--- config.mk ---
export PLATFORM = sky130hd
export DESIGN_NAME = thermometer_serializer
export DESIGN_NICKNAME = d
export VERILOG_FILES = /design/src/rtl/thermometer_serializer_pkg.sv /design/src/rtl/thermometer_serializer_thermo_decode.sv /design/src/rtl/thermometer_serializer.sv
export SDC_FILE = /design/constraint.sdc
export NUM_CORES = 1
export LEC_CHECK = 0
export CORE_MARGIN = 4
export CORE_UTILIZATION = 55
export DETAILED_ROUTE_END_ITERATION = 10
export DONT_BUFFER_PORTS = 1
export PLACE_DENSITY = 0.66
export SETUP_SLACK_MARGIN = 0.05
export SYNTH_ARGS = -nofsm -noshare
export SYNTH_HDL_FRONTEND = slang
export SYNTH_SLANG_ARGS = --single-unit
--- constraint.sdc ---
create_clock -name clk -period 2.8 [get_ports clk]
set_input_delay 0.84 -clock clk [delete_from_list [all_inputs] [get_ports clk]]
set_output_delay 0.84 -clock clk [all_outputs]
set_load 0.02 [all_outputs]
--- src/rtl/thermometer_serializer_pkg.sv ---
// Shared types and sizing helpers for the thermometer serializer.
package thermometer_serializer_pkg;

   localparam int W_DEF  = 7;
   localparam int CW_DEF = 4;

   typedef enum logic {
      IDLE  = 1'b0,
      SHIFT = 1'b1
   } state_t;

   // Bit index width; a one-bit frame still needs a one-bit index register.
   function automatic int idx_w(input int w);
      return (w <= 1) ? 1 : $clog2(w);
   endfunction

endpackage

--- src/rtl/thermometer_serializer_thermo_decode.sv ---
// Saturating count-to-thermometer decoder: bits [N-1:0] set, N clipped at W.
module thermo_decode #(
   parameter int W  = 7,
   parameter int CW = 4
) (
   input  logic [CW-1:0] count,
   output logic [W-1:0]  thermo,
   output logic          sat
);

   always_comb begin
      thermo = '0;
      for (int i = 0; i < W; i++) begin
         thermo[i] = (int'(count) > i);
      end
      sat = (int'(count) > W);
   end

endmodule

--- src/rtl/thermometer_serializer.sv ---
// Accepts a count, expands it to a W-bit thermometer word and streams it LSB first.
module thermometer_serializer
   import thermometer_serializer_pkg::*;
#(
   parameter int W  = W_DEF,
   parameter int CW = CW_DEF
) (
   input  logic          clk,
   input  logic          rst_n,
   input  logic          in_valid,
   output logic          in_ready,
   input  logic [CW-1:0] in_count,
   output logic          out_valid,
   input  logic          out_ready,
   output logic          out_bit,
   output logic          out_first,
   output logic          out_last,
   output logic [W-1:0]  word,
   output logic          word_valid,
   output logic          sat_err
);

   localparam int IW = idx_w(W);

   state_t        state_q, state_d;
   logic [IW-1:0] idx_q, idx_d;
   logic [CW-1:0] count_q, count_d;
   logic [W-1:0]  word_q, word_d;
   logic          word_valid_q, word_valid_d;
   logic          sat_err_q, sat_err_d;
   logic [W-1:0]  thermo;
   logic          sat;

   thermo_decode #(.W(W), .CW(CW)) u_thermo_decode (
      .count  (in_count),
      .thermo (thermo),
      .sat    (sat)
   );

   always_comb begin
      state_d      = state_q;
      idx_d        = idx_q;
      count_d      = count_q;
      word_d       = word_q;
      word_valid_d = 1'b0;
      sat_err_d    = 1'b0;
      in_ready     = 1'b0;
      out_valid    = 1'b0;
      out_bit      = 1'b0;
      out_first    = 1'b0;
      out_last     = 1'b0;
      case (state_q)
         IDLE: begin
            in_ready = 1'b1;
            if (in_valid) begin
               count_d      = sat ? CW'(W) : in_count;
               word_d       = thermo;
               idx_d        = '0;
               word_valid_d = 1'b1;
               sat_err_d    = sat;
               state_d      = SHIFT;
            end
         end
         SHIFT: begin
            out_valid = 1'b1;
            out_bit   = (CW'(idx_q) < count_q);
            out_first = (idx_q == '0);
            out_last  = (idx_q == IW'(W - 1));
            // The index holds while stalled, so a bit is never skipped or repeated.
            if (out_ready) begin
               if (out_last) state_d = IDLE;
               else          idx_d   = idx_q + 1'b1;
            end
         end
         default: state_d = IDLE;
      endcase
   end

   always_ff @(posedge clk) begin
      if (!rst_n) begin
         state_q      <= IDLE;
         idx_q        <= '0;
         count_q      <= '0;
         word_q       <= '0;
         word_valid_q <= 1'b0;
         sat_err_q    <= 1'b0;
      end else begin
         state_q      <= state_d;
         idx_q        <= idx_d;
         count_q      <= count_d;
         word_q       <= word_d;
         word_valid_q <= word_valid_d;
         sat_err_q    <= sat_err_d;
      end
   end

   assign word       = word_q;
   assign word_valid = word_valid_q;
   assign sat_err    = sat_err_q;

endmodule

Word-level counts from Yosys, hierarchy flattened --
Cells that the tools add are included.
Word-level totals: flip-flop bits (word level) 17, word-level logic and storage cells 42
Cells by class: add/sub/neg operators 1, order comparisons 9, equality and inequality tests 4, mux-type cells 14, bitwise gates (word level) 3, reduce and logical (&&, ||, !) cells 5
Operator list (number):
- $gt 4x3->1 const B | 4
- $mux 3 | 3
- $gt 4x1->1 const B | 2
- $gt 4x2->1 const B | 2
- $mux 1 | 8
- $ne 2x2->1 const B | 3
- $pmux 3 s2 | 1
- $lt 3x4->1 | 1
- $mux 4 | 1
- $add 3x1->3 const B | 1
- $eq 3x3->1 const B | 1
- $logic_not 3->1 | 1
- $not 1->1 | 3
- $reduce_and 3->1 | 1
- $reduce_or 3->1 | 1
- $pmux 1 s2 | 1
- $reduce_and 2->1 | 1
- $reduce_or 2->1 | 1

Depth between registers and ports, before layout --
Gate-level depths: netlist of the first run.
word-level depth 4, gate-level depth with buffers 5, depth with buffers taken out 5

Hierarchy --
Synthesis of the first run repeated with hierarchy kept, for this count alone.
Second synthesis, totals: cell total of the unflattened synthesis 98, area, all modules 903.4 sq um
Modules (own cells, without submodules):
- thermometer_serializer | instances 1, cells each 89, area an instance 839.6 sq um
- thermo_decode | instances 1, cells each 9, area an instance 63.8 sq um

Worst setup path before layout of the first run --
Ideal clock, no wire load.
path kind reg-to-output, from reg state_q, to out out_bit, arrival 1.556 ns, data required time 1.960 ns, slack 0.404 ns, stages on the path, launching flop included 4, buffers on the path 1, cells stage by stage dfxtp_1 buf_6 inv_1 o41ai_1
On the way: cells in the longest elaborated chain, start to end 1
Ends and longest elaborated chain:
- start, declared | line thermometer_serializer.sv:25 | state_t state_q, state_d;
- start signal, assigned | line thermometer_serializer.sv:88 | state_q <= state_d;
- $mux 1 | line thermometer_serializer.sv:52 | case (state_q)
- end, declared | line thermometer_serializer.sv:15 | output logic out_bit,
No other way between the ends.

Worst setup path in the final report of the first run --
from reg count_q[2], to out out_bit
On the way: cells in the longest elaborated chain, start to end 2
Ends and longest elaborated chain:
- start, declared | line thermometer_serializer.sv:27 | logic [CW-1:0] count_q, count_d;
- start signal, assigned | line thermometer_serializer.sv:90 | count_q <= count_d;
- $lt 3x4->1 | line thermometer_serializer.sv:66 | out_bit = (CW'(idx_q) < count_q);
- $mux 1 | line thermometer_serializer.sv:52
No other way between the ends.

==> results by group, run 1 <==
Timing
  – Worst-Margin Slew: 0.3718 ns
  – Fin. Hold Viols: 0
  – RSZ-0062 raised after global routing: no
  – Final setup margin: 0.3414 ns
  – Fmax: 406.7 MHz
  – Period utilisation layout: 0.8781
  – Clock skew: 0.002500 ns
  – Max-slew violation count: 0
  – Slew headroom: 0.7512
  – Final setup vio count: 0
  – Post-layout min period: 2.459 ns
  – Sum of negative setup slack: 0 ns

Final layout
  – Most common cell after layout, fill and taps aside: dfxtp_1
  – Area delta synth->final: 3.257%
  – Proportion of layout cells with a drive suffix above 1: 0.1294
  – Most frequent cells in the layout: dfxtp_1 (16), o21ai_0 (9), a21oi_1 (8), nand2_1 (7), inv_1 (6)
  – Final net count: between 90 and 100
  – N_diodes: 0
  – Fill count: 115

Global route
  – First-pass GRT wire length: roughly 2.2 mm
  – Initial antenna violation count: 0
  – Vias in the first global route: 529
  – GRT Overall Usage: 0.1466
  – GRT Residual Overflow: 0
  – Largest net degree at the start of global routing: 19

Setup path
  – Crit path kind: flop to primary output
  – CP Launch Type: flop
  – Worst Path Max Fanout: 3
  – Worst R2R Setup Slack: approximately 1.5 ns
  – Reg-to-reg startpoint: state_q
  – Data required, critical path: roughly 2.0 ns
  – Worst r2r path cells: 4
  – Critical path data arrival time: 1.62 ns
  – Endpoint class of the critical path: primary output
  – RR Endpoint: word[5]

Drt
  – Drc violations: 0
  – DRT Wirelength: 1.320 mm
  – Vias per std cell: 5.890
  – WL/cell: ~13 um
  – Initial DRC Count: 8
  – Remaining antenna violation count: 0
  – Total number of vias: 589
  – Drt pass-1 iters: 4

Power
  – P_int: ~340 uW
  – Seq pwr share: 0.569
  – Clock power share: 0.325
  – Pwr Density: 581.0 mW/mm2
  – Peak supply drop: between 300 and 400 uV
  – Switching power share of the total: 0.2593
  – Leak Pwr: roughly 0.00033 uW
  – Net Sw Power: between 100 and 150 uW
  – Logic gate share of total power: 0.106

Clock network
  – CTS Hold Bufs: 0
  – Clk sinks: 16
  – Clk pin slew, worst setup/hold paths: 0.09 ns
  – Worst-Skew Late Latency: 0.28 ns
  – # Post-CTS Setup Buffers: 0
  – CTS tree: done
  – Max Buffers Root-to-Sink: 2
  – CTS Root Cell: clkbuf_4
  – CTS buffer count: 3
  – H-tree levels: 1
  – Post_cts resized: 0

Synth
  – Syn. warnings: 0
  – Synth Instances: 85
  – Post-Syn Nets: 98
  – Leading area contributor after synthesis: dfxtp_1
  – Flops & latches, synth: 16
  – Top cells by area, synth: dfxtp_1 (42%), ha_1 (8.1%), o21ai_0 (5.9%)
  – Post-synth cell types: 26
  – Syn Area/Cell: ~9 um2
  – Sequential share of the synthesized area: 0.4169
  – Synth top area share: 0.4169
  – Synth Cell Area: 768.2 um2

Flow run
  – # Max-Cap Violations: 0

Hold path
  – Hold Startpoint: idx_q[0]
  – Hold endpoint: idx_q[0]
  – Min-Delay Path Depth: 2
  – Hold crit path type: flop to flop

Die
  – # IOs: 22
  – Die Y: 45.38 um
  – Site Rows: 13
  – Core footprint: 0.001301 mm2
  – Initial core utilization: 0.5904
  – Die Area: 0.002059 mm2
  – Die Wd: 45.38 um

Placement
  – Global placement routability congestion: 0.7649
  – DPL Wire Length: 1.008 mm
  – Setup WS pre-CTS: 0.6395 ns
  – Port Buffers: 0

Outcome
  – Outcome: complete, no violations
==> power by group through the flow <==
stage | logic (uW) | clock network (uW) | registers, uW
floorplan | 50.1 | 0 | 265
global placement | 48.4 | 0 | 268
detailed placement | 49.6 | 0 | 268
CTS | 49.7 | 153 | 263
global route | 55.7 | 161 | 265
finish | 48.7 | 150 | 262
==> critical path: stages, from the launching register on <==
cell and delay [ns]:
dfxtp_1 0.47, inv_1 0.08, ha_1 0.29, nor3b_1 0.18, a21oi_1 0.06, o41ai_1 0.06, buf_4 0.20
==> cell usage after synthesis <==
cell      instances
and2b_2           1
nand2b_4          1
o41ai_1           1
clkbuf_2          3
inv_1             6
nand3_1           3
and3_2            2
a21oi_1           8
nor4_4            1
a21boi_0          1
nor3_1            2
buf_6             2
a41oi_1           1
o21ai_0           9
nor2_1            5
nand2_1           7
a31oi_1           1
dfxtp_1          16
mux2i_1           2
o311a_1           1
and3_1            1
ha_1              5
and2_1            1
nor3b_1           3
a211oi_1          1
buf_4             1
==> cell type report <==
cell class / count / area [um2] / share of cell area
sequential: 16 / 320.3 / 0.4038
timing repair buffer: 2 / 15.01 / 0.01893
tap: 15 / 18.77 / 0.02366
inverter: 6 / 22.52 / 0.02839
multi-input combinational: 57 / 380.4 / 0.4795
clock buffer: 4 / 36.28 / 0.04574
==> worst max-delay path by stage <==
| stage | from | end | slack (ns) | cells past startpoint |
|---|---|---|---|---|
| 2_1_floorplan | state_q | out_bit | 0.40 | 3 |
| 3_3_place_gp | count_q[2] | out_bit | 0.69 | 6 |
| 3_5_place_dp | count_q[2] | out_bit | 0.64 | 6 |
| 4_1_cts | count_q[2] | out_bit | 0.32 | 6 |
| 5_1_grt | count_q[2] | out_bit | 0.24 | 6 |
| 6_report | count_q[2] | out_bit | 0.34 | 6 |
==> sequential cells by signal (all words and copies together) (netlist names) <==
register,count
state_q,1
sat_err,1
word_valid,1
word,6
idx_q,3
count_q,4
==> cell families (layout without fill, tap and decap cells) <==
family | count (synthesis) | after routing | share of synthesized area
and+or+nand+nor | 27 | 27 | 0.2134
DFF | 16 | 16 | 0.4169
muxes | 2 | 2 | 0.02606
AOI/OAI and AO/OA | 23 | 23 | 0.1743
buffers and inverters | 12 | 12 | 0.08794
adders and majority gates | 5 | 5 | 0.08143
==> metrics by stage <==
step | instance area, um2 | std cells | power (uW) | hold WS [ns] | utilization
2_1_floorplan | 768.2 | 85 | 314.6 | 0.4638 | -
3_3_place_gp | 757.0 | 96 | 316.2 | 0.4847 | 0.5817
3_5_place_dp | 757.0 | 96 | 317.6 | 0.4940 | 0.5817
4_1_cts | 793.3 | 100 | 465.4 | 0.5072 | 0.6096
5_1_grt | 793.3 | 100 | 481.2 | 0.5312 | 0.6096
6_report | 793.3 | 100 | 460.9 | 0.5040 | 0.6096
==> per-layer routing <==
layer / global-route usage / vias up / part of all wire
met5: 0 / - / 0
met4: 0.07018 / 0 / 0.011
met3: 0.05138 / 2 / 0.089
met2: 0.2288 / 17 / 0.47
met1: 0.1789 / 277 / 0.43
li1: - / 293 / -
No activity file was read; power rests on OpenSTA's default activity.
==> run 2, diff against run 1 <==
--- a/config.mk
+++ b/config.mk
@@ -6,10 +6,10 @@
 export NUM_CORES = 1
 export LEC_CHECK = 0
 export CORE_MARGIN = 4
-export CORE_UTILIZATION = 55
+export CORE_UTILIZATION = 51
 export DETAILED_ROUTE_END_ITERATION = 10
 export DONT_BUFFER_PORTS = 1
-export PLACE_DENSITY = 0.66
+export PLACE_DENSITY = 0.62
 export SETUP_SLACK_MARGIN = 0.05
 export SYNTH_ARGS = -nofsm -noshare
 export SYNTH_HDL_FRONTEND = slang
==> results by group, run 2 (synthesis gave the netlist of run 1 again) <==
Final layout
  – Most frequent cells in the layout: dfxtp_1 (16), o21ai_0 (9), a21oi_1 (8), nand2_1 (7), inv_1 (6)
  – Area delta synth->final: 1.466%
  – N_diodes: 0 (unchanged)
  – Post-route insts no fill: 99 (-1.0%)
  – Final net count: 99 (unchanged)
  – Max FFs per register: 6 (unchanged)
  – Proportion of layout cells with a drive suffix above 1: 0.1190 (-0.01036)
  – Most common cell after layout, fill and taps aside: dfxtp_1

Global route
  – GRT Residual Overflow: 0 (unchanged)
  – Initial antenna violation count: 0 (unchanged)
  – Largest net degree at the start of global routing: 19 (unchanged)
  – Vias in the first global route: 544 (+2.8%)
  – GRT Overall Usage: 0.1561 (+0.009527)
  – First-pass GRT wire length: 2.428 mm (+10%)

Drt
  – Drt pass-1 iters: 4 (unchanged)
  – Total number of vias: 558 (-5.3%)
  – WL/cell: 13.93 um (+5.5%)
  – Drc violations: 0 (unchanged)
  – Remaining antenna violation count: 0 (unchanged)
  – Vias per std cell: 5.636 (-4.3%)
  – DRT Wirelength: 1.379 mm (+4.5%)
  – Initial DRC Count: 9 (+1)

Power
  – Leak Pwr: 0.0003247 uW (-2.2%)
  – Pwr Density: 550.7 mW/mm2 (-5.2%)
  – Peak supply drop: 297.3 uV (-8.0%)

Clock network
  – CTS Root Cell: clkbuf_4
  – Clk sinks: 16 (unchanged)
  – Worst-Skew Late Latency: 0.28 ns (about the same)
  – H-tree levels: 1 (unchanged)
  – Max Buffers Root-to-Sink: 2 (unchanged)
  – CTS Hold Bufs: 0 (unchanged)
  – CTS buffer count: 3 (unchanged)
  – CTS tree: done
  – Post_cts resized: 0 (unchanged)
  – Clk pin slew, worst setup/hold paths: 0.09 ns (about the same)
  – # Post-CTS Setup Buffers: 0 (unchanged)

Timing
  – Sum of negative setup slack: 0 ns (unchanged)
  – Post-layout min period: 2.442 ns (-0.01613 ns)
  – Period utilisation layout: 0.8723 (-0.005759)
  – RSZ-0062 raised after global routing: no
  – Clock skew: 0.01110 ns (+0.008598 ns)
  – Slew headroom: 0.7470 (-0.004176)
  – Worst-Margin Slew: 0.3780 ns (+0.006240 ns)
  – Max-slew violation count: 0 (unchanged)
  – Fmax: 409.4 MHz (+0.66%)
  – Final setup vio count: 0 (unchanged)
  – Fin. Hold Viols: 0 (unchanged)

Setup path
  – Worst path cell trace: inv_1 -> ha_1 -> nor3b_1 -> a21oi_1 -> o41ai_1 -> buf_4
  – Data required, critical path: 1.96 ns (about the same)
  – Worst Path Max Fanout: 3 (unchanged)
  – CP max-delay cell: dfxtp_1
  – CP Launch Type: flop
  – Endpoint class of the critical path: primary output
  – CP max stage delay: 0.47 ns (about the same)
  – Crit path kind: flop to primary output
  – Critical path data arrival time: 1.60 ns (-0.02 ns)

Placement
  – Port Buffers: 0 (unchanged)
  – Global placement routability congestion: 0.6742 (-12%)
  – DPL Wire Length: 1.008 mm (about the same)
  – Placed cell count: 96 (unchanged)

Die
  – Die Area: 0.002191 mm2 (+6.4%)
  – Die Wd: 46.81 um (+3.2%)
  – Die Y: 46.81 um (+3.2%)
  – Initial core utilization: 0.5623 (-0.02811)
  – # IOs: 22 (unchanged)
  – Site Rows: 13 (unchanged)
  – Core footprint: 0.001366 mm2 (+5.0%)

Flow run
  – # Max-Cap Violations: 0 (unchanged)

Hold path
  – Hold crit path type: flop to flop

Outcome
  – Outcome: complete, no violations
run 2: cell count changes in the layout (fill, tap and decap cells not counted):
cell      delta
clkbuf_8     -1
run 2: per-stage QoR:
step	hold WS [ns]	worst slack (ns)	utilization	instance area, um2	power [uW]
final	0.5033	0.3575	0.5705	779.5	429.2
after global routing	0.5351	0.2428	0.5705	779.5	458.3
after CTS	0.5001	0.3274	0.5705	779.5	436.6
after detailed placement	0.4883	0.6514	0.5540	757.0	317.4
after global placement	0.4804	0.6843	0.5540	757.0	316.6
after floorplan	0.4638	0.4035	-	768.2	314.6
run 2: final timing paths:
kind                    from        to  slack, ns  cells after the start
setup reg to reg    idx_q[0]  idx_q[0]       1.54                      4
hold reg to reg     idx_q[0]  idx_q[0]       0.50                      2
setup / recovery  count_q[2]   out_bit       0.36                      6
hold / removal      idx_q[0]  idx_q[0]       0.50                      2
run 2: power breakdown:
part           leakage (uW)  switching [uW]  internal (uW)
clock network     0.0000138            67.9           49.9
registers          0.000132            19.1            242
logic              0.000179            30.0           20.7
total              0.000325             117            312
run 2: final cells by class:
cell class              count  area [um2]
fillers                   130       586.8
inverters                   6       22.52
flip-flops and latches     16       320.3
multi-input cells          57       380.4
repair buffers              2       15.01
clock buffers               3       22.52
well taps                  15       18.77
run 2: critical path, delay by kind of cell (launching register included):
family | cells | cell delay, ns
flip-flops | 1 | 0.47
buffers and inverters | 2 | 0.27
AND/OR/NAND/NOR | 1 | 0.17
adder cells (fa/ha/maj) | 1 | 0.29
AO/OA/AOI/OAI | 2 | 0.12
run 2: layer usage:
metal | up-vias | wire (um) | GRT usage | share of wire
li1 | 295 | - | - | -
met5 | - | 0 | 0 | 0
met4 | 0 | 0 | 0.03315 | 0
met3 | 0 | 126 | 0.06513 | 0.091
met2 | 17 | 583 | 0.2331 | 0.42
met1 | 246 | 669 | 0.2116 | 0.49
==> run 3, diff against run 2 <==
--- a/config.mk
+++ b/config.mk
@@ -9,7 +9,7 @@
 export CORE_UTILIZATION = 51
 export DETAILED_ROUTE_END_ITERATION = 10
 export DONT_BUFFER_PORTS = 1
-export PLACE_DENSITY = 0.62
+export PLACE_DENSITY = 0.73
 export SETUP_SLACK_MARGIN = 0.05
 export SYNTH_ARGS = -nofsm -noshare
 export SYNTH_HDL_FRONTEND = slang
==> results by group, run 3 (synthesis gave the netlist of run 1 again) <==
Die
  – Die Y: 46.81 um (unchanged)
  – Die Wd: 46.81 um (unchanged)
  – Die Area: 0.002191 mm2 (unchanged)
  – # IOs: 22 (unchanged)
  – Site Rows: 13 (unchanged)
  – Initial core utilization: 0.5623 (unchanged)
  – Core footprint: 0.001366 mm2 (unchanged)

Hold path
  – Hold crit path type: flop to flop

Setup path
  – Endpoint class of the critical path: primary output
  – Crit path kind: flop to primary output
  – Worst path cell trace: inv_1 -> ha_1 -> nor3b_1 -> a21oi_1 -> o41ai_1 -> buf_4
  – CP max stage delay: 0.47 ns (about the same)
  – Data required, critical path: 1.96 ns (about the same)
  – Worst Path Max Fanout: 3 (unchanged)
  – Delay-heaviest family, CP: flip-flops
  – CP Launch Type: flop
  – Buf+Inv Stages, Crit Path: 2 (unchanged)
  – Critical path data arrival time: 1.64 ns (+0.04 ns)
  – CP max-delay cell: dfxtp_1

Placement
  – Setup WS pre-CTS: 0.6313 ns (-0.02009 ns)
  – Port Buffers: 0 (unchanged)
  – DPL Wire Length: 1.076 mm (+6.7%)
  – Global placement routability congestion: 0.7532 (+12%)

Timing
  – RSZ-0062 raised after global routing: no
  – Clock skew: 0.002275 ns (-0.008824 ns)
  – Period utilisation layout: 0.8852 (+0.01288)
  – Max-slew violation count: 0 (unchanged)
  – Slew headroom: 0.7500 (+0.002916)
  – Final setup vio count: 0 (unchanged)
  – Post-layout min period: 2.479 ns (+0.03607 ns)
  – Hold WS: 0.4993 ns (-0.004054 ns)
  – Final setup margin: 0.3215 ns (-0.03607 ns)
  – Sum of negative setup slack: 0 ns (unchanged)
  – Fmax: 403.5 MHz (-1.5%)
  – Fin. Hold Viols: 0 (unchanged)
  – Worst-Margin Slew: 0.3737 ns (-0.004358 ns)

Clock network
  – Post_cts resized: 0 (unchanged)
  – CTS Root Cell: clkbuf_4
  – Clk sinks: 16 (unchanged)
  – Worst-Skew Late Latency: 0.27 ns (about the same)
  – CTS tree: done
  – # Post-CTS Setup Buffers: 0 (unchanged)
  – Max Buffers Root-to-Sink: 2 (unchanged)
  – Clk pin slew, worst setup/hold paths: 0.09 ns (about the same)
  – H-tree levels: 1 (unchanged)
  – CTS Hold Bufs: 0 (unchanged)
  – CTS buffer count: 3 (unchanged)

Final layout
  – Most frequent cells in the layout: dfxtp_1 (16), o21ai_0 (9), a21oi_1 (8), nand2_1 (7), inv_1 (6)
  – N_diodes: 0 (unchanged)
  – Final core area utilization: 0.5806 (+0.01007)
  – Max FFs per register: 6 (unchanged)
  – Most common cell after layout, fill and taps aside: dfxtp_1
  – Final net count: 99 (unchanged)
  – Area delta synth->final: 3.257%
  – Proportion of layout cells with a drive suffix above 1: 0.1294 (+0.01036)

Drt
  – Drt pass-1 iters: 2 (-2)
  – Vias per std cell: 5.670 (+0.60%)
  – WL/cell: 13.95 um (+0.15%)
  – Total number of vias: 567 (+1.6%)
  – DRT Wirelength: 1.395 mm (+1.2%)
  – Remaining antenna violation count: 0 (unchanged)
  – Initial DRC Count: 5 (-4)
  – Drc violations: 0 (unchanged)

Global route
  – Vias in the first global route: 582 (+7.0%)
  – First-pass GRT wire length: 2.470 mm (+1.7%)
  – Initial antenna violation count: 0 (unchanged)
  – Largest net degree at the start of global routing: 19 (unchanged)
  – GRT Overall Usage: 0.1620 (+0.005844)
  – GRT Residual Overflow: 0 (unchanged)

Flow run
  – # Max-Cap Violations: 0 (unchanged)

Power
  – Peak supply drop: 271.6 uV (-8.6%)
  – Pwr Density: 577.5 mW/mm2 (+4.9%)
  – Leak Pwr: 0.0003319 uW (+2.2%)

Outcome
  – Outcome: complete, no violations
[run 3: cell count changes in the layout (fill, tap and decap cells not counted)]
| cell | previous run | this run |
|---|---|---|
| clkbuf_8 | 0 | 1 |
[run 3: report_power, final]
part,switching (uW),total (uW),internal [uW]
Combinational,28.6,49.3,20.8
Sequential,21.3,263,242
Clock,66.9,146,78.9
Total,117,458,341
[run 3: worst register-to-register path, stage by stage, from the launching register on]
cell and delay (ns):
dfxtp_1 0.48, buf_4 0.21, and2b_2 0.29, o21ai_0 0.19
a21oi_1 0.06
[run 3: final timing paths]
| path | end | slack [ns] | startpoint | depth (start not counted) |
|---|---|---|---|---|
| worst max-delay path | out_bit | 0.32 | count_q[2] | 6 |
| worst min-delay path | idx_q[0] | 0.50 | idx_q[0] | 2 |
| worst max register to register | word[4] | 1.46 | state_q | 4 |
| worst min register to register | idx_q[0] | 0.50 | idx_q[0] | 2 |
[run 3: metal layers]
layer  GRT usage  part of all wire
met3     0.06897             0.081
met2      0.2602              0.49
met1      0.1827              0.42
met5           0                 0
met4     0.08287             0.013
[run 3: cell type report]
class	count	area, um2
fillers	127	573.1
clock buffers	4	36.28
inverters	6	22.52
well taps	15	18.77
flip-flops and latches	16	320.3
multi-input cells	57	380.4
repair buffers	2	15.01
[run 3: per-stage QoR]
stage | instance area, um2 | instances | power, uW
floorplan | 768.2 | 85 | 314.6
global route | 793.3 | 100 | 486.1
detailed placement | 757.0 | 96 | 318.9
global placement | 757.0 | 96 | 315.9
finish | 793.3 | 100 | 458.1
CTS | 793.3 | 100 | 465.7
